`src/rtl/mt32_pkg.sv`:
```
// Shared constants and state encoding for the MT19937 state-memory sequencer.
// Optional output tempering is selected by MT32_TEMPER_EN in mt32_ctrl.
package mt32_pkg;

    localparam int N       = 624;
    localparam int M       = 397;
    localparam int A_WIDTH = 10;

    localparam logic [31:0] MATRIX_A   = 32'h9908_B0DF;
    localparam logic [31:0] UPPER_MASK = 32'h8000_0000;
    localparam logic [31:0] LOWER_MASK = 32'h7FFF_FFFF;
    localparam logic [31:0] INIT_MULT  = 32'd1812433253;

    localparam int          TEMPER_U = 11;
    localparam int          TEMPER_S = 7;
    localparam logic [31:0] TEMPER_B = 32'h9D2C_5680;
    localparam int          TEMPER_T = 15;
    localparam logic [31:0] TEMPER_C = 32'hEFC6_0000;
    localparam int          TEMPER_L = 18;

    typedef enum logic [1:0] {
        ST_IDLE,
        ST_SEED,
        ST_PRIME,
        ST_RUN
    } state_t;

endpackage

```
`src/rtl/mt32_temper.sv`:
```
// MT19937 output tempering, purely combinational 32-to-32 (zero latency, no flow control).
module mt32_temper (
    input  logic [31:0] din,
    output logic [31:0] dout
);
    import mt32_pkg::*;

    logic [31:0] y1;
    logic [31:0] y2;
    logic [31:0] y3;

    always_comb begin
        y1   = din ^ (din >> TEMPER_U);
        y2   = y1 ^ ((y1 << TEMPER_S) & TEMPER_B);
        y3   = y2 ^ ((y2 << TEMPER_T) & TEMPER_C);
        dout = y3 ^ (y3 >> TEMPER_L);
    end

endmodule

```
`src/rtl/mt32_ctrl.sv`:
```
// MT19937 sequencer: seeds mt32_mem, then twists one word per step; first word 627 cycles after seed.
// A step only fires when the output register is free or drained; MT32_TEMPER_EN tempers out_data.
module mt32_ctrl #(
    parameter int N       = mt32_pkg::N,
    parameter int M       = mt32_pkg::M,
    parameter int A_WIDTH = mt32_pkg::A_WIDTH
) (
    input  logic               clk,
    input  logic               reset,
    input  logic               seed_valid,
    input  logic [31:0]        seed,
    output logic               busy,
    output logic               out_valid,
    input  logic               out_ready,
    output logic [31:0]        out_data,
    output logic [A_WIDTH-1:0] raddr0,
    output logic               ren0,
    input  logic [31:0]        rdata0,
    output logic [A_WIDTH-1:0] raddr1,
    output logic               ren1,
    input  logic [31:0]        rdata1,
    output logic [A_WIDTH-1:0] waddr0,
    output logic               wen0,
    output logic [31:0]        wdata0
);
    import mt32_pkg::*;

    // One spare bit so i+2 and i+M+1 can be compared against N before wrapping.
    typedef logic [A_WIDTH:0] idx_ext_t;

    localparam logic [A_WIDTH-1:0] LAST_IDX = A_WIDTH'(N - 1);
    localparam logic [A_WIDTH-1:0] ADDR_ONE = A_WIDTH'(1);
    localparam logic [A_WIDTH-1:0] ADDR_M   = A_WIDTH'(M);
    localparam idx_ext_t           N_EXT    = idx_ext_t'(N);
    localparam idx_ext_t           TWO_EXT  = idx_ext_t'(2);
    localparam idx_ext_t           M1_EXT   = idx_ext_t'(M + 1);

    state_t             state;
    state_t             state_nxt;
    logic [A_WIDTH-1:0] idx;
    logic [A_WIDTH-1:0] i;
    logic [31:0]        seed_q;
    logic [31:0]        prev;
    logic [31:0]        cur;

    logic               fire;
    logic [31:0]        seed_word;
    logic [31:0]        y;
    logic [31:0]        new_word;
    logic [31:0]        out_word;
    idx_ext_t           rd0_sum;
    idx_ext_t           rd1_sum;
    logic [A_WIDTH-1:0] rd0_addr;
    logic [A_WIDTH-1:0] rd1_addr;

    // A seed strobe pre-empts the step so no stale word is written or emitted.
    assign fire = (state == ST_RUN) && !seed_valid && (!out_valid || out_ready);

    always_comb begin
        seed_word = (idx == '0) ? seed_q
                                : (INIT_MULT * (prev ^ (prev >> 30))) + 32'(idx);
        y         = (cur & UPPER_MASK) | (rdata0 & LOWER_MASK);
        new_word  = rdata1 ^ (y >> 1) ^ (y[0] ? MATRIX_A : 32'h0);
        rd0_sum   = {1'b0, i} + TWO_EXT;
        rd1_sum   = {1'b0, i} + M1_EXT;
        rd0_addr  = (rd0_sum >= N_EXT) ? A_WIDTH'(rd0_sum - N_EXT) : A_WIDTH'(rd0_sum);
        rd1_addr  = (rd1_sum >= N_EXT) ? A_WIDTH'(rd1_sum - N_EXT) : A_WIDTH'(rd1_sum);
    end

`ifdef MT32_TEMPER_EN
    mt32_temper u_temper (
        .din  (new_word),
        .dout (out_word)
    );
`else
    assign out_word = new_word;
`endif

    always_comb begin
        state_nxt = state;
        busy      = 1'b0;
        ren0      = 1'b0;
        ren1      = 1'b0;
        wen0      = 1'b0;
        raddr0    = '0;
        raddr1    = '0;
        waddr0    = '0;
        wdata0    = '0;
        case (state)
            ST_IDLE: ;
            ST_SEED: begin
                busy   = 1'b1;
                wen0   = 1'b1;
                waddr0 = idx;
                wdata0 = seed_word;
                if (idx == LAST_IDX) state_nxt = ST_PRIME;
            end
            ST_PRIME: begin
                busy      = 1'b1;
                ren0      = 1'b1;
                ren1      = 1'b1;
                raddr0    = ADDR_ONE;
                raddr1    = ADDR_M;
                state_nxt = ST_RUN;
            end
            ST_RUN: begin
                if (fire) begin
                    wen0   = 1'b1;
                    waddr0 = i;
                    wdata0 = new_word;
                    ren0   = 1'b1;
                    ren1   = 1'b1;
                    raddr0 = rd0_addr;
                    raddr1 = rd1_addr;
                end
            end
            default: state_nxt = ST_IDLE;
        endcase
        if (seed_valid) state_nxt = ST_SEED;
    end

    always_ff @(posedge clk) begin
        if (!reset) begin
            state     <= ST_IDLE;
            idx       <= '0;
            i         <= '0;
            seed_q    <= '0;
            prev      <= '0;
            cur       <= '0;
            out_valid <= 1'b0;
            out_data  <= '0;
        end else begin
            state <= state_nxt;
            if (seed_valid) begin
                seed_q    <= seed;
                idx       <= '0;
                out_valid <= 1'b0;
            end else begin
                if (state == ST_SEED) begin
                    prev <= seed_word;
                    idx  <= idx + 1'b1;
                end
                if (state == ST_PRIME) begin
                    i   <= '0;
                    cur <= seed_q;
                end
                if (fire) begin
                    out_data  <= out_word;
                    out_valid <= 1'b1;
                    cur       <= rdata0;
                    i         <= (i == LAST_IDX) ? '0 : i + 1'b1;
                end else if (out_ready) begin
                    out_valid <= 1'b0;
                end
            end
        end
    end

endmodule

```
`config.mk`:
```
export PLATFORM = sky130hd
export DESIGN_NAME = mt32_ctrl
export DESIGN_NICKNAME = d
export VERILOG_FILES = /design/src/rtl/mt32_pkg.sv /design/src/rtl/mt32_temper.sv /design/src/rtl/mt32_ctrl.sv
export SDC_FILE = /design/constraint.sdc
export NUM_CORES = 1
export LEC_CHECK = 0
export ABC_CLOCK_PERIOD_IN_PS = 10100
export CORE_AREA = 2 2 188 190
export DETAILED_ROUTE_END_ITERATION = 16
export DIE_AREA = 0 0 190 192
export HOLD_SLACK_MARGIN = 0.06
export PLACE_DENSITY_LB_ADDON = 0.08
export SYNTH_ARGS = -nofsm -noshare
export SYNTH_HDL_FRONTEND = slang
export SYNTH_SLANG_ARGS = --single-unit
```
`constraint.sdc`:
```
create_clock -name clk -period 10.1 [get_ports clk]
set_clock_uncertainty 0.2 [all_clocks]
set_input_delay 1.515 -clock clk [delete_from_list [all_inputs] [get_ports clk]]
set_output_delay 1.515 -clock clk [all_outputs]
set_load 0.02 [all_outputs]
```
Word level (Yosys, flattened, before mapping)
Cells that the tools add are included.
Widths: inputs -> output; s select.
- bits of input ports: 100
- logic and storage cells: 75
- register bits after elaboration: 151
- output and inout port bits: 99
- equal/unequal tests: 7
- bitwise gates (word level): 6
- reduce and logical (&&, ||, !) cells: 17
- $add $sub $neg: 7
- multiplexer cells: 26
- magnitude comparators: 2
- multiply operators: 1
- operators by type and width (cell ; number):
    $mux 32 ; 5
    $mux 10 ; 8
    $pmux 32 s2 ; 1
    $pmux 10 s2 ; 3
    $add 32x10->32 ; 1
    $mul 31x32->32 const A ; 1
    $or 32x31->32 ; 1
    $xor 32x2->32 ; 1
    $xor 32x31->32 ; 1
    $xor 32x32->32 ; 1
    $ge 11x10->1 const B ; 2
    $add 10x1->10 const B ; 2
    $eq 10x10->1 const B ; 2
    $sub 10x10->10 const B ; 2
    $add 10x2->11 const B ; 1
    $add 10x9->11 const B ; 1
    $logic_not 10->1 ; 1
    $reduce_and 2->1 ; 5
    $reduce_bool 2->1 ; 3
    $mux 1 ; 5
    $eq 2x2->1 const B ; 2
    $pmux 1 s2 ; 2
    $pmux 2 s2 ; 1
    $reduce_or 2->1 ; 2
    9 further kinds ; 12

Depth between registers and ports, before layout
Gate-level depths: netlist of run 1.
- depth after elaboration: 5
- gate-level depth with buffers: 25
- depth with buffers taken out: 25

Worst setup path after synthesis of run 1
No wires, ideal clock.
- path type: reg-to-output
- start: reg prev[31]
- end: out wdata0[31]
- arrival: 6811 ps
- data required time: 8385 ps
- slack: 1574 ps
- path buffers: 0
- stages on the path, launching flop included: 26
- path through: dfxtp_1 xor2_1 xor2_1 ha_1 or2_2 ha_1 inv_1 fa_1 inv_1 ha_1 fa_1 fa_1 fa_1 inv_1 fa_1 inv_1 ha_1 a21o_1 a31o_1 a221oi_1 a41oi_1 o31ai_1 o21bai_1 a21oi_1 xnor2_1 o21ai_0
- cells in the longest elaborated chain, start to end: 5
- ends and longest elaborated chain (what ; line ; text):
    start: declaration ; mt32_ctrl.sv:43 ; logic [31:0] prev;
    start signal: assignment ; mt32_ctrl.sv:140 ; prev <= seed_word;
    $xor 32x2->32 ; mt32_ctrl.sv:61 ; : (INIT_MULT * (prev ^ (prev >> 30))) + 32'(idx);
    $mul 31x32->32 ; mt32_ctrl.sv:61 ;
    $add 32x10->32 ; mt32_ctrl.sv:61 ;
    $mux 32 ; mt32_ctrl.sv:60 ; seed_word = (idx == '0) ? seed_q
    $pmux 32 s2 ; mt32_ctrl.sv:89 ; case (state)
    end: declaration ; mt32_ctrl.sv:24 ; output logic [31:0] wdata0
No other way between the ends.

Worst setup path in the final report of run 1
- start: reg prev[12]
- end: out wdata0[24]
The elaborated chain is that of the path after synthesis.

==> impl_metrics.json, run 1 <==
{
  "synth_cell_type_count": 60,
  "r2r_start": "prev[30]",
  "place_hpwl_um": 36290,
  "p_sw_mw": 1.397,
  "ys_seq_elements": 120,
  "clock_latency_ns": 0.43,
  "cpMostUsedCell": "fa_1",
  "start_util": 0.4263,
  "tns_ns": 0,
  "wire_per_inst_um": 19.18,
  "yosysWarnings": 0,
  "avgSynthCellArea_sq_um": 8.843,
  "slowest_stage": "clkdlybuf4s50_1",
  "final_hold_viol_count": 0,
  "critPathRequiredTime_ns": 8.39,
  "cp.depth": 23,
  "path_delay_family": "adder cells",
  "async_flop_share": 0,
  "dieArea_sq_mm": 0.03648,
  "grt_max_degree": 60,
  "nets": 2341,
  "r2r_setup_slack_ns": 2.73,
  "crit_path_cell_trace": "ha_1, ha_1, fa_1, inv_1, fa_1, inv_1, fa_1, fa_1, fa_1, inv_1, fa_1, inv_1, ha_1, nand4_1, nor2_1, o2111ai_1, a211oi_2, buf_4, nor2_1, xor2_1, a21oi_1, a21o_1, clkdlybuf4s50_1",
  "power_frac_seq": 0.167,
  "drt-pass1-iter-count": 5,
  "rows": 68,
  "yosysSeqAreaShare": 0.1643,
  "fillers": 3255,
  "power.internal_mw": 1.692,
  "die-width_um": 190,
  "slew_headroom": 0.3254,
  "holdWs_ns": 0.2530,
  "ff2ff_path_depth": 25,
  "ctsRootBufferMaster": "clkbuf_16",
  "period_share": 0.9698,
  "mappedNetlistArea_sq_mm": 0.01462,
  "crit_arrival_ns": 8.08,
  "cp-endpoint": "wdata0[24]",
  "ys.flop_type": "dfxtp_1",
  "synth_edf_count": 0,
  "reg2reg_to": "prev[27]",
  "grt_pass1_vias": 12240,
  "clock_power_share": 0.203,
  "portBuffers": 198,
  "h-tree-depth": 4,
  "core_area_sq_mm": 0.03429,
  "drt_iter0_drc": 533,
  "layout_common_cells": "inv_1 (298), ha_1 (248), clkdlybuf4s50_1 (196), nor2_1 (167), fa_1 (153)",
  "worstSetupStartpoint": "prev[12]",
  "hold_buffers": 0,
  "combinationalPowerShare": 0.630,
  "power.leakage_nw": 8.851,
  "clk_path_buf_depth": 2,
  "route.detailed.drc": 0,
  "numCtsBuffers": 17,
  "wl_um": 44220,
  "area.growth.synth_to_final_pct": 21.77,
  "end_kind": "output port",
  "p_per_area_mw_per_mm2": 173.6,
  "cts_tree": "done",
  "max_stage_delay_ns": 0.61,
  "gr-total-overflow": 0,
  "start_kind": "flip-flop",
  "status": "finished, final reports clean",
  "antenna_found_initial": 0,
  "syn_nets": 2154,
  "numClockSinks": 120,
  "final-max-slew-violation-count": 0,
  "cp_max_fo": 11,
  "cap_violations": 0,
  "ant_nets": 0,
  "clk_pin_slew_ns": 0.06,
  "gp_congestion": 0.9416,
  "worst_pin_slew_ns": 1.001,
  "sw_frac_of_total": 0.4523,
  "synthesis.instances": 1653,
  "routed_via_density": 5.108,
  "drive_above_1_share": 0.04592,
  "layout_commonest_cell": "inv_1",
  "diodes": 0,
  "track_usage": 0.2521,
  "io-pin-count": 199,
  "worstSetupPathType": "flip-flop to output port",
  "grt_setup_unrepaired": "false",
  "ir_drop_uv": 128.0,
  "die_y_um": 192,
  "grt_pass1_wl_um": 69100,
  "vias": 11780,
  "critPathBufInv": 6,
  "setup_viol": 0,
  "finalCriticalPeriod_ns": 9.795,
  "fmax_ghz": 0.1021,
  "hp-class": "flip-flop to flip-flop"
}
-- worst register-to-register path, delay by kind of cell (launching register included) --
family          cells  cell delay (ns)
buf+inv             4             0.19
mux                 1             0.32
fa+ha+maj           9             3.46
simple gates        2             0.69
flops               1             0.49
xor+xnor            3             0.52
compound gates      6             1.42
-- final cells by class --
class / instances / area [sq um] / area share
repair buffers: 230 / 2220 / 0.1247
clock inverters: 7 / 92.59 / 0.005202
clock buffers: 23 / 498.0 / 0.02798
inverters: 299 / 1124 / 0.06312
flip-flops and latches: 120 / 2405 / 0.1351
well taps: 455 / 569.3 / 0.03198
multi-input cells: 1172 / 10890 / 0.6119
-- metrics by stage --
stage	cells	setup slack, ns	area [sq um]	power, mW	utilization
after floorplan	1653	1.574	14620	1.886	-
after global placement	2276	0.4496	17160	2.456	0.5006
after detailed placement	2276	0.3339	17160	2.465	0.5006
after CTS	2306	0.06579	17770	3.117	0.5182
after global routing	2306	0.03695	17800	3.399	0.5191
final	2306	0.3045	17800	3.089	0.5191
-- worst min-delay path by stage --
stage	startpoint	end	slack (ns)	cells after the start
6_report	out_data[16]	out_data[16]	0.25	2
5_1_grt	out_data[16]	out_data[16]	0.27	2
4_1_cts	out_data[16]	out_data[16]	0.26	2
3_5_place_dp	out_data[16]	out_data[16]	0.25	2
3_3_place_gp	out_data[0]	out_data[0]	0.24	2
2_1_floorplan	seed_q[14]	seed_q[14]	0.25	2
-- flip-flops by register name, indices dropped and copies added, names as in the netlist --
| name | count |
|---|---|
| out_valid | 1 |
| state | 2 |
| out_data | 32 |
| cur | 1 |
| prev | 32 |
| seed_q | 32 |
| idx | 10 |
| i | 10 |
-- cell families after synthesis --
family,count (synthesis),share of synthesized area
XOR/XNOR,128,0.07669
adder cells (fa/ha/maj),401,0.4218
flip-flops,120,0.1643
AO/OA/AOI/OAI,255,0.1079
AND/OR/NAND/NOR,341,0.1027
buffers and inverters,361,0.09381
multiplexers,47,0.03270
-- synth_stat cells, drive strengths merged (15+ instances only) --
| cell type | n | area (sq um) |
|---|---|---|
| a21o | 28 | 210.2 |
| xor2 | 36 | 315.3 |
| o21ai | 60 | 300.3 |
| nand2 | 76 | 285.3 |
| a211oi | 17 | 127.6 |
| a21oi | 87 | 439.2 |
| xnor2 | 92 | 805.8 |
| fa | 153 | 3063 |
| mux2i | 44 | 440.4 |
| clkbuf | 47 | 176.4 |
| dfxtp | 120 | 2402 |
| buf | 15 | 72.57 |
| ha | 248 | 3103 |
| inv | 299 | 1122 |
| nand3 | 16 | 80.08 |
| nor3 | 21 | 105.1 |
| nor2 | 168 | 630.6 |
-- what timing repair did --
item                       in CTS  in global routing
buffers inserted                0                  0
setup endpoints to repair       2                  7
gates resized for setup         4                  7
-- per-layer routing --
metal	GRT usage	wire [um]	up-vias
met5	0	0	-
met4	0.06828	907	0
met3	0.06121	3042	46
met2	0.4269	20920	349
met1	0.3208	19350	5658
li1	-	-	5725
-- power groups by stage --
stage / logic (mW) / registers (mW) / clock network, mW
global placement: 1.93 / 0.526 / 0
CTS: 1.96 / 0.517 / 0.636
finish: 1.95 / 0.517 / 0.626
detailed placement: 1.94 / 0.527 / 0
global route: 2.23 / 0.519 / 0.652
floorplan: 1.37 / 0.519 / 0
Note: power is estimated with default switching activity, not from simulation.
==> run 2: changes to the inputs <==
Settings changed: GPL_ROUTABILITY_DRIVEN from default to 0, TNS_END_PERCENT from default to 10.
==> impl_metrics.json, run 2 (same netlist as run 1, synthesis figures left out) <==
{
  "grt_max_degree": 80,
  "met3_usage": 0.06030,
  "p_per_area_mw_per_mm2": 175.2,
  "clk_pin_slew_ns": 0.06,
  "gr-max-usage-layer": "met2",
  "fmax_ghz": 0.1016,
  "clock_power_share": 0.217,
  "slowest_stage": "dfxtp_1",
  "place_hpwl_um": 35940,
  "grt_pass1_wl_um": 69370,
  "start_util": 0.4263,
  "clk_path_buf_depth": 2,
  "ant_nets": 0,
  "route.detailed.drc": 0,
  "power.leakage_nw": 8.863,
  "h-tree-depth": 4,
  "global_route.usage.met2": 0.4169,
  "dp_cells": 2277,
  "path_delay_family": "adder cells",
  "grt_pass1_vias": 12180,
  "nets": 2342,
  "die_y_um": 192,
  "gr-total-overflow": 0,
  "clock_latency_ns": 0.43,
  "cts_tree": "done",
  "drt_iter0_drc": 676,
  "p_total_mw": 3.124,
  "drt-pass1-iter-count": 5,
  "crit_arrival_ns": 8.13,
  "die-width_um": 190,
  "status": "finished, final reports clean",
  "final-max-slew-violation-count": 0,
  "dieArea_sq_mm": 0.03648,
  "worstSetupStartpoint": "prev[14]",
  "crit_path_cell_trace": "ha_1, ha_1, fa_1, inv_1, fa_1, inv_1, fa_1, fa_1, fa_1, inv_1, fa_1, inv_1, ha_1, nand4_1, nor2_1, o2111ai_1, a211oi_1, buf_4, o31ai_2, o21ai_0, mux2i_1, o211ai_1, clkdlybuf4s50_1",
  "io-pin-count": 199,
  "cp.depth": 23,
  "wire_per_inst_um": 19.17,
  "area.growth.synth_to_final_pct": 22.00,
  "combinationalPowerShare": 0.618,
  "worstSetupPathType": "flip-flop to output port",
  "hp-class": "flip-flop to flip-flop",
  "worstHoldStart": "out_data[0]",
  "track_usage": 0.2525,
  "start_kind": "flip-flop",
  "rows": 68,
  "power.internal_mw": 1.729,
  "met1_usage": 0.3338,
  "antenna_found_initial": 0,
  "max_stage_delay_ns": 0.62,
  "r2r_start": "prev[14]",
  "layout_common_cells": "inv_1 (298), ha_1 (248), clkdlybuf4s50_1 (197), nor2_1 (167), fa_1 (153)",
  "stdcell_count": 2309,
  "ff2ff_path_depth": 22,
  "end_kind": "output port",
  "postCtsSetupBuffers": 0,
  "worst_pin_slew_ns": 1.095,
  "portBuffers": 198,
  "ir_drop_uv": 114.6,
  "period_share": 0.9749,
  "cp_max_fo": 9,
  "ctsRootBufferMaster": "clkbuf_16",
  "numClockSinks": 120,
  "setup_slack_ns": 0.2535,
  "slew_headroom": 0.2625,
  "final_hold_viol_count": 0,
  "placed_area_sq_mm": 0.01717,
  "vias": 11840,
  "critPathBufInv": 6,
  "cpMostUsedCell": "fa_1",
  "top_regs": "out_data (32), prev (32), seed_q (32)",
  "critPathRequiredTime_ns": 8.39,
  "power_frac_seq": 0.165,
  "routed_via_density": 5.126,
  "hold_buffers": 0,
  "drive_above_1_share": 0.04477,
  "design_area_sq_mm": 0.01783,
  "setup_viol": 0,
  "core_area_sq_mm": 0.03429,
  "cap_violations": 0,
  "layout_commonest_cell": "inv_1",
  "min_path_cells": 2,
  "sw_frac_of_total": 0.4465,
  "numCtsBuffers": 17,
  "diodes": 0,
  "wl_um": 44260,
  "dp_slack_ns": 0.4673,
  "p_sw_mw": 1.395,
  "finalCriticalPeriod_ns": 9.847
}
## run 2: cell types whose count changed in the layout (fill, tap and decap cells not counted), sizes merged
| cell | change |
|---|---|
| buf | +1 |
| bufinv | +2 |
| clkdlybuf4s50 | +1 |
| clkinvlp | -2 |
| clkbuf | -1 |
| dlymetal6s2s | -1 |
| clkinv | +3 |
## run 2: path summary, 6_finish.rpt
check / to / slack (ns)
hold reg to reg: out_data[0] / 0.26
setup reg to reg: prev[30] / 2.62
hold / removal: out_data[0] / 0.26
setup / recovery: wdata0[30] / 0.25
## run 2: layout make-up
cell class | count | area, sq um
clock buffers | 22 | 474.2
multi-input cells | 1172 | 10870
repair buffers | 231 | 2225
inverters | 299 | 1124
clock inverters | 10 | 167.7
fillers | 3245 | 16450
flip-flops and latches | 120 | 2402
well taps | 455 | 569.3
## run 2: power groups by stage
| stage | Combinational [mW] | Clock (mW) | Sequential [mW] |
|---|---|---|---|
| after global placement | 1.91 | 0 | 0.525 |
| final | 1.93 | 0.677 | 0.516 |
| after detailed placement | 1.93 | 0 | 0.525 |
| after CTS | 1.95 | 0.687 | 0.515 |
| after floorplan | 1.37 | 0 | 0.519 |
| after global routing | 2.20 | 0.706 | 0.517 |
## run 2: stage by stage
step	hold slack, ns	setup TNS (ns)	util
6_report	0.2608	0	0.5201
2_1_floorplan	0.2547	0	-
5_1_grt	0.2746	-0.007344	0.5201
3_3_place_gp	0.2418	0	0.5008
3_5_place_dp	0.2510	0	0.5008
4_1_cts	0.2622	0	0.5197
## run 2: worst min-delay path: cells and delay by family (launching register included)
family / cells / cell delay, ns
flip-flops: 1 / 0.31
AO/OA/AOI/OAI: 1 / 0.05
AND/OR/NAND/NOR: 1 / 0.05
## run 2: per-layer routing
| layer | wire, um | vias up | part of all wire |
|---|---|---|---|
| met1 | 19980 | 5744 | 0.45 |
| li1 | - | 5732 | - |
| met5 | 0 | - | 0 |
| met2 | 20690 | 317 | 0.47 |
| met4 | 685 | 0 | 0.015 |
| met3 | 2910 | 42 | 0.066 |
## run 2: what timing repair did
item / in CTS / in global routing
resized for setup: 1 / 3
setup endpoints to repair: 1 / 2
pin swaps: 0 / 0
==> run 3: changes to the inputs <==
Settings changed: CAP_MARGIN from default to 20, CORE_AREA 2 2 188 190 to 2 2 167 169, DIE_AREA 0 0 190 192 to 0 0 169 171.
==> impl_metrics.json, run 3 (same netlist as run 1, synthesis figures left out) <==
{
  "setup_slack_ns": 0.4351,
  "cts_tree": "done",
  "wl_um": 42920,
  "tns_ns": 0,
  "stdcell_count": 2194,
  "worst_pin_slew_ns": 1.058,
  "h-tree-depth": 4,
  "vias": 12070,
  "fmax_ghz": 0.1035,
  "ant_nets": 0,
  "layout_common_cells": "inv_1 (298), ha_1 (248), clkdlybuf4s50_1 (197), nor2_1 (167), fa_1 (153)",
  "clk_path_buf_depth": 2,
  "design_area_sq_mm": 0.01765,
  "layout_commonest_cell": "inv_1",
  "period_share": 0.9569,
  "max_stage_delay_ns": 0.60,
  "diodes": 0,
  "clk_pin_slew_ns": 0.06,
  "area.growth.synth_to_final_pct": 20.75,
  "grt_pass1_wl_um": 67520,
  "placed_area_sq_mm": 0.01699,
  "cap_violations": 0,
  "nets": 2336,
  "clock_latency_ns": 0.42,
  "ctsRootBufferMaster": "clkbuf_16",
  "core_area_sq_mm": 0.02732,
  "slew_headroom": 0.2870,
  "dp_cells": 2162,
  "route.detailed.drc": 0,
  "dieArea_sq_mm": 0.02890,
  "critPathRequiredTime_ns": 8.39,
  "wire_per_inst_um": 19.56,
  "numClockSinks": 120,
  "cpMostUsedCell": "fa_1",
  "drive_above_1_share": 0.04275,
  "path_delay_family": "adder cells",
  "place_hpwl_um": 34670,
  "end_kind": "output port",
  "start_kind": "flip-flop",
  "hold_buffers": 0,
  "cp_max_fo": 9,
  "worstSetupPathType": "flip-flop to output port",
  "ir_drop_uv": 119.3,
  "crit_path_cell_trace": "ha_1, ha_1, fa_1, inv_1, fa_1, inv_1, fa_1, fa_1, fa_1, inv_1, fa_1, inv_1, ha_1, nand4_1, nor2_1, o2111ai_1, a211oi_1, buf_4, nor2_1, xor2_1, a21oi_1, a21o_1, clkdlybuf4s50_1",
  "cts_resized": 0,
  "postCtsSetupBuffers": 0,
  "final_hold_viol_count": 0,
  "final-max-slew-violation-count": 0,
  "rows": 61,
  "fillers": 2354,
  "power.leakage_nw": 8.837,
  "grt_pass1_vias": 12360,
  "final_util": 0.6460,
  "die_y_um": 171,
  "hp-class": "flip-flop to flip-flop",
  "drt-pass1-iter-count": 7,
  "top_regs": "out_data (32), prev (32), seed_q (32)",
  "slowest_stage": "clkdlybuf4s50_1",
  "numCtsBuffers": 17,
  "routed_via_density": 5.501,
  "gr-total-overflow": 0,
  "p_per_area_mw_per_mm2": 175.7,
  "grt_setup_unrepaired": "false",
  "portBuffers": 198,
  "status": "finished, final reports clean",
  "die-width_um": 169,
  "io-pin-count": 199,
  "dp_slack_ns": 0.6803,
  "finalCriticalPeriod_ns": 9.665,
  "critPathBufInv": 6,
  "crit_arrival_ns": 7.95,
  "grt_max_degree": 80,
  "setup_viol": 0,
  "start_util": 0.5350,
  "antenna_found_initial": 2,
  "drt_iter0_drc": 749,
  "track_usage": 0.3076
}
[run 3: worst reg2reg max path: cells and delay by family (launching register included)]
family | cells | cell delay [ns]
buffers and inverters | 5 | 0.42
AND/OR/NAND/NOR | 2 | 0.37
multiplexers | 1 | 0.34
AO/OA/AOI/OAI | 5 | 1.20
adder cells (fa/ha/maj) | 9 | 4.02
flip-flops | 1 | 0.59
[run 3: final timing paths]
kind	startpoint	endpoint	slack [ns]	cells after the start
max	prev[14]	wdata0[24]	0.44	23
min	out_data[21]	out_data[21]	0.26	2
max reg2reg	prev[14]	prev[30]	2.82	22
min reg2reg	out_data[21]	out_data[21]	0.26	2
[run 3: area by class of cell]
| type | instances | area, sq um | area share |
|---|---|---|---|
| inverter | 299 | 1124 | 0.06366 |
| multi-input combinational | 1172 | 10870 | 0.6159 |
| clock inverter | 11 | 168.9 | 0.009570 |
| clock buffer | 21 | 470.5 | 0.02665 |
| sequential | 120 | 2404 | 0.1362 |
| tap | 346 | 432.9 | 0.02453 |
| timing repair buffer | 225 | 2180 | 0.1235 |
[run 3: layer usage]
metal | track usage | vias to the layer above | wire length [um]
li1 | - | 5706 | -
met5 | 0 | - | 18
met4 | 0.1078 | 4 | 1479
met2 | 0.5127 | 425 | 20170
met1 | 0.3953 | 5851 | 18130
met3 | 0.06824 | 83 | 3124
[run 3: where the power goes]
| group | switching, mW | internal, mW | leakage (nW) |
|---|---|---|---|
| logic | 1.11 | 0.796 | 7.55 |
| registers | 0.0255 | 0.490 | 0.978 |
| clock network | 0.240 | 0.433 | 0.313 |
[run 3: metrics by stage]
step	hold WS, ns	total power [mW]
after floorplan	0.2547	1.886
after global placement	0.2417	2.384
after detailed placement	0.2490	2.407
after CTS	0.2582	3.101
after global routing	0.2685	3.372
final	0.2598	3.100
==> RTL edit 1: new RTL, settings of run 3 <==
The package constant `A_WIDTH` goes from 10 to 8.
--- a/src/rtl/mt32_pkg.sv
+++ b/src/rtl/mt32_pkg.sv
@@ -5,5 +5,5 @@
     localparam int N       = 624;
     localparam int M       = 397;
-    localparam int A_WIDTH = 10;
+    localparam int A_WIDTH = 8;
 
     localparam logic [31:0] MATRIX_A   = 32'h9908_B0DF;
Interface: changed (resized raddr0, raddr1 and waddr0); port bits go from 199 to 193. No check against the original RTL was run, so the function may have changed too.
==> RTL edit 1 against run 3 <==
- largest cell class unchanged
- area after synthesis is 1.1% lower
- final area is 2.2% lower
- count of clock-buffer cells in the layout is 2 lower
- wire length is 0.14% higher
- die area stayed put
- setup slack better by 0.029 ns
- sequential cell count is 4 lower
- total power is 19% lower
==> RTL edit 1: results <==
logic_synthesis:
  synth_commonest_cells: "inv_1 (310), ha_1 (250), fa_1 (151)"
  synth_compound_area_share_pct: 11.1
  synthMuxAreaShare_pct: 3.35
  yosysUniqueCellTypes: 67
  yosys-top-cells-area: "ha_1 (22%), fa_1 (21%), dfxtp_1 (16%)"
  synth-seq-area-share_pct: 16.1
  synthesis.nets: 2120
  synth_adder_area_share_pct: 42.6
  synthXorXnorAreaFrac_pct: 7.17
  yosys_most_used_dff: "dfxtp_1"
placement:
  io_buffers: 192
  dp_hpwl_mm: 34.8
  dp_slack_ns: 1.03
  placed_cell_area_um2: 16700
pwr:
  p_leak_nw: 8.66
  p_int_w: 0.00143
  power_combinational_w: 0.00139
  pwr-share-clk_pct: 24.4
  powerDensity_nw_per_um2: 145
  max-vdd-ir-drop_mv: 0.112
grt:
  grtUsageMet1_pct: 38.8
  antenna_found_initial: 0
  grt_first_pass_wirelength_mm: 68.4
  grt_max_degree: 69
  met2_usage_pct: 52.5
  grt_pass1_vias: 12500
  grt_usage_pct: 31.1
  grtUsageMet3_pct: 7.38
clocking:
  clockBufferDepth: 2
critical_path:
  reg2reg_to: "prev[31]"
  r2r_cells: 23
  crit_path_max_fanout: 11
  crit_path_start: "prev[11]"
  rrSetupSlack_ns: 2.85
drt:
  drtIter0Drc: 814
  wl_met2_mm: 20.5
  met3_length_mm: 3.30
  top_layer_used: "met4"
  viasPerCell: 5.50
  m1WireLength_mm: 17.6
  routed_wl_mm: 43.0
sta:
  finalCritPeriodShare_pct: 95.4
  slew_headroom_pct: 31.2
finish:
  fin_nets: 2287
  drive_gt1_share_pct: 3.67
min_path:
  hp-start: "out_data[12]"
  holdPathEnd: "out_data[12]"
  hold_path_class: "register to register"
status:
  status: "completed"
==> RTL edit 1: worst max-delay path by stage <==
| stage | endpoint | slack [ns] | depth (start not counted) |
|---|---|---|---|
| 2_1_floorplan | wdata0[31] | 1.73 | 23 |
| 3_3_place_gp | wdata0[23] | 1.07 | 24 |
| 3_5_place_dp | wdata0[23] | 1.03 | 24 |
| 4_1_cts | wdata0[23] | 0.54 | 24 |
| 5_1_grt | wdata0[23] | 0.16 | 24 |
| 6_report | wdata0[23] | 0.46 | 24 |
==> RTL edit 1: worst max-delay path, cell delays in order, from the launching register on <==
cell and delay (ns):
dfxtp_1 0.67, ha_1 0.33, ha_1 0.31, fa_1 0.50, inv_1 0.05, fa_1 0.48
inv_1 0.06, fa_1 0.51, inv_1 0.06, fa_1 0.53, inv_1 0.05, fa_1 0.48
inv_1 0.05, fa_1 0.48, inv_1 0.04, ha_1 0.35, a21o_1 0.23, o21bai_1 0.18
a221oi_1 0.38, a21oi_1 0.12, a21boi_0 0.36, xnor2_1 0.14, mux2i_1 0.38, o22ai_1 0.17
clkdlybuf4s50_1 0.58
==> RTL edit 1: stage by stage <==
step / cells / hold slack [ns]
after floorplan: 1619 / 0.255
after global placement: 2112 / 0.243
after detailed placement: 2112 / 0.245
after CTS: 2143 / 0.253
after global routing: 2144 / 0.272
final: 2144 / 0.251
==> RTL edit 1: layout make-up <==
type / count / area, µm²
Tap cell: 346 / 433
Inverter: 311 / 1170
Sequential cell: 116 / 2320
Clock buffer: 19 / 453
Timing Repair Buffer: 205 / 2010
Multi-Input combinational cell: 1135 / 10700
Clock inverter: 12 / 130
Fill cell: 2407 / 10100
==> RTL edit 2: new RTL, settings of run 3 <==
Without the edit above. Make the reset (`reset`) asynchronous in one clocked block.
--- a/src/rtl/mt32_ctrl.sv
+++ b/src/rtl/mt32_ctrl.sv
@@ -120,5 +120,5 @@
     end
 
-    always_ff @(posedge clk) begin
+    always_ff @(posedge clk or negedge reset) begin
         if (!reset) begin
             state     <= ST_IDLE;
Formal check against the unedited RTL: not equivalent (Yosys sat finds a counterexample within 4 cycles, from zero or initial values and one cycle with reset low; the reset may be asserted at any time).
==> RTL edit 2 against run 3 <==
- sequential share of layout area grew 2.8 points
- final area grew 3.7%
- hold slack gained 0.017 ns
- area after synthesis grew 5.8%
- synthesized cell count shrank 0.60%
- die area is the same
- global-route usage grew 0.63 points
- wire length grew 0.90%
- sequential cell count is the same
- highest routed layer is now met4
- count of clock-buffer cells in the layout shrank 1
- setup slack lost 0.12 ns
- utilization grew 2.4 points
Power is not shown: default switching activity piles up to over one toggle a cycle in this logic, so the estimate is an artifact.
==> RTL edit 2: results <==
logic_synthesis:
  async_flop_share_pct: 100
  yosys-top-cells-area: "ha_1 (20%), fa_1 (20%), dfrtp_1 (19%)"
  synthesis.nets: 2144
  yosys_most_used_dff: "dfrtp_1"
  synth_adder_area_share_pct: 39.9
  synthMuxAreaShare_pct: 3.72
  synth-seq-area-share_pct: 19.4
  synth_compound_area_share_pct: 11.2
  synth_commonest_cells: "inv_1 (303), ha_1 (248), fa_1 (153)"
  synthXorXnorAreaFrac_pct: 7.01
  yosysUniqueCellTypes: 82
grt:
  grt_max_degree: 66
  grtUsageMet3_pct: 6.08
  grt_usage_pct: 31.4
  antenna_found_initial: 1
  grt_first_pass_wirelength_mm: 69.6
  grt_pass1_vias: 12800
  grtUsageMet1_pct: 41.2
  busiest_layer: "met2"
min_path:
  holdPathEnd: "out_data[15]"
  hp-start: "out_data[15]"
  whs_path_depth: 1
critical_path:
  reg2reg_to: "prev[29]"
  crit_path_start: "prev[30]"
  crit_path_max_fanout: 6
  rrSetupSlack_ns: 2.89
  arrival_ns: 8.07
  crit_end: "wdata0[22]"
  slowest_delay_ns: 0.72
placement:
  dp_hpwl_mm: 35.4
  placed_cell_area_um2: 17800
drt:
  firstDrtPassIters: 5
  routed_wl_mm: 43.3
  drtIter0Drc: 770
  m1WireLength_mm: 18.6
  met3_length_mm: 2.82
  viasPerCell: 5.63
  wl_met2_mm: 20.8
  top_layer_used: "met4"
finish:
  drive_gt1_share_pct: 6.11
  reg.largest.list: "out_data: 32 flops, prev: 32 flops, seed_q: 32 flops"
  multi_input_area_um2: 11100
  clock_area_share_pct: 2.86
  n_all_buffers: 216
  seq_share_pct: 16.4
  buf_share_pct: 11.5
  clock_buffer_count: 20
  layout.filler_cells: 2318
  multi_input_gates: 1163
  num-nonclk-inverters: 303
  fin_nets: 2322
  seq_cells: 120
clocking:
  cts_buffers: 17
  cts_root_buf: "clkbuf_16"
  h-tree-depth: 4
sta:
  slew_headroom_pct: 25.9
status:
  status: "completed"
[RTL edit 2: changes by cell type after synthesis, moves of 10 or more]
cell / change
a211oi_1: -13
nand3_1: +17
dfrtp_1: +120
mux2i_1: -27
nand2_1: +54
and3_1: +13
nor2_1: -95
o21ai_0: +23
mux2_2: +33
a21oi_1: -32
dfxtp_1: -120
nor3_1: -10
[RTL edit 2: per-stage QoR]
| stage | setup slack [ns] | utilization [%] | instances | hold slack (ns) |
|---|---|---|---|---|
| 6_report | 0.319 | 67.0 | 2179 | 0.277 |
| 2_1_floorplan | 1.92 | - | 1643 | 0.269 |
| 3_3_place_gp | 1.01 | 65.0 | 2147 | 0.258 |
| 3_5_place_dp | 0.863 | 65.0 | 2147 | 0.265 |
| 5_1_grt | 0.00623 | 67.0 | 2179 | 0.298 |
| 4_1_cts | 0.369 | 66.9 | 2178 | 0.282 |
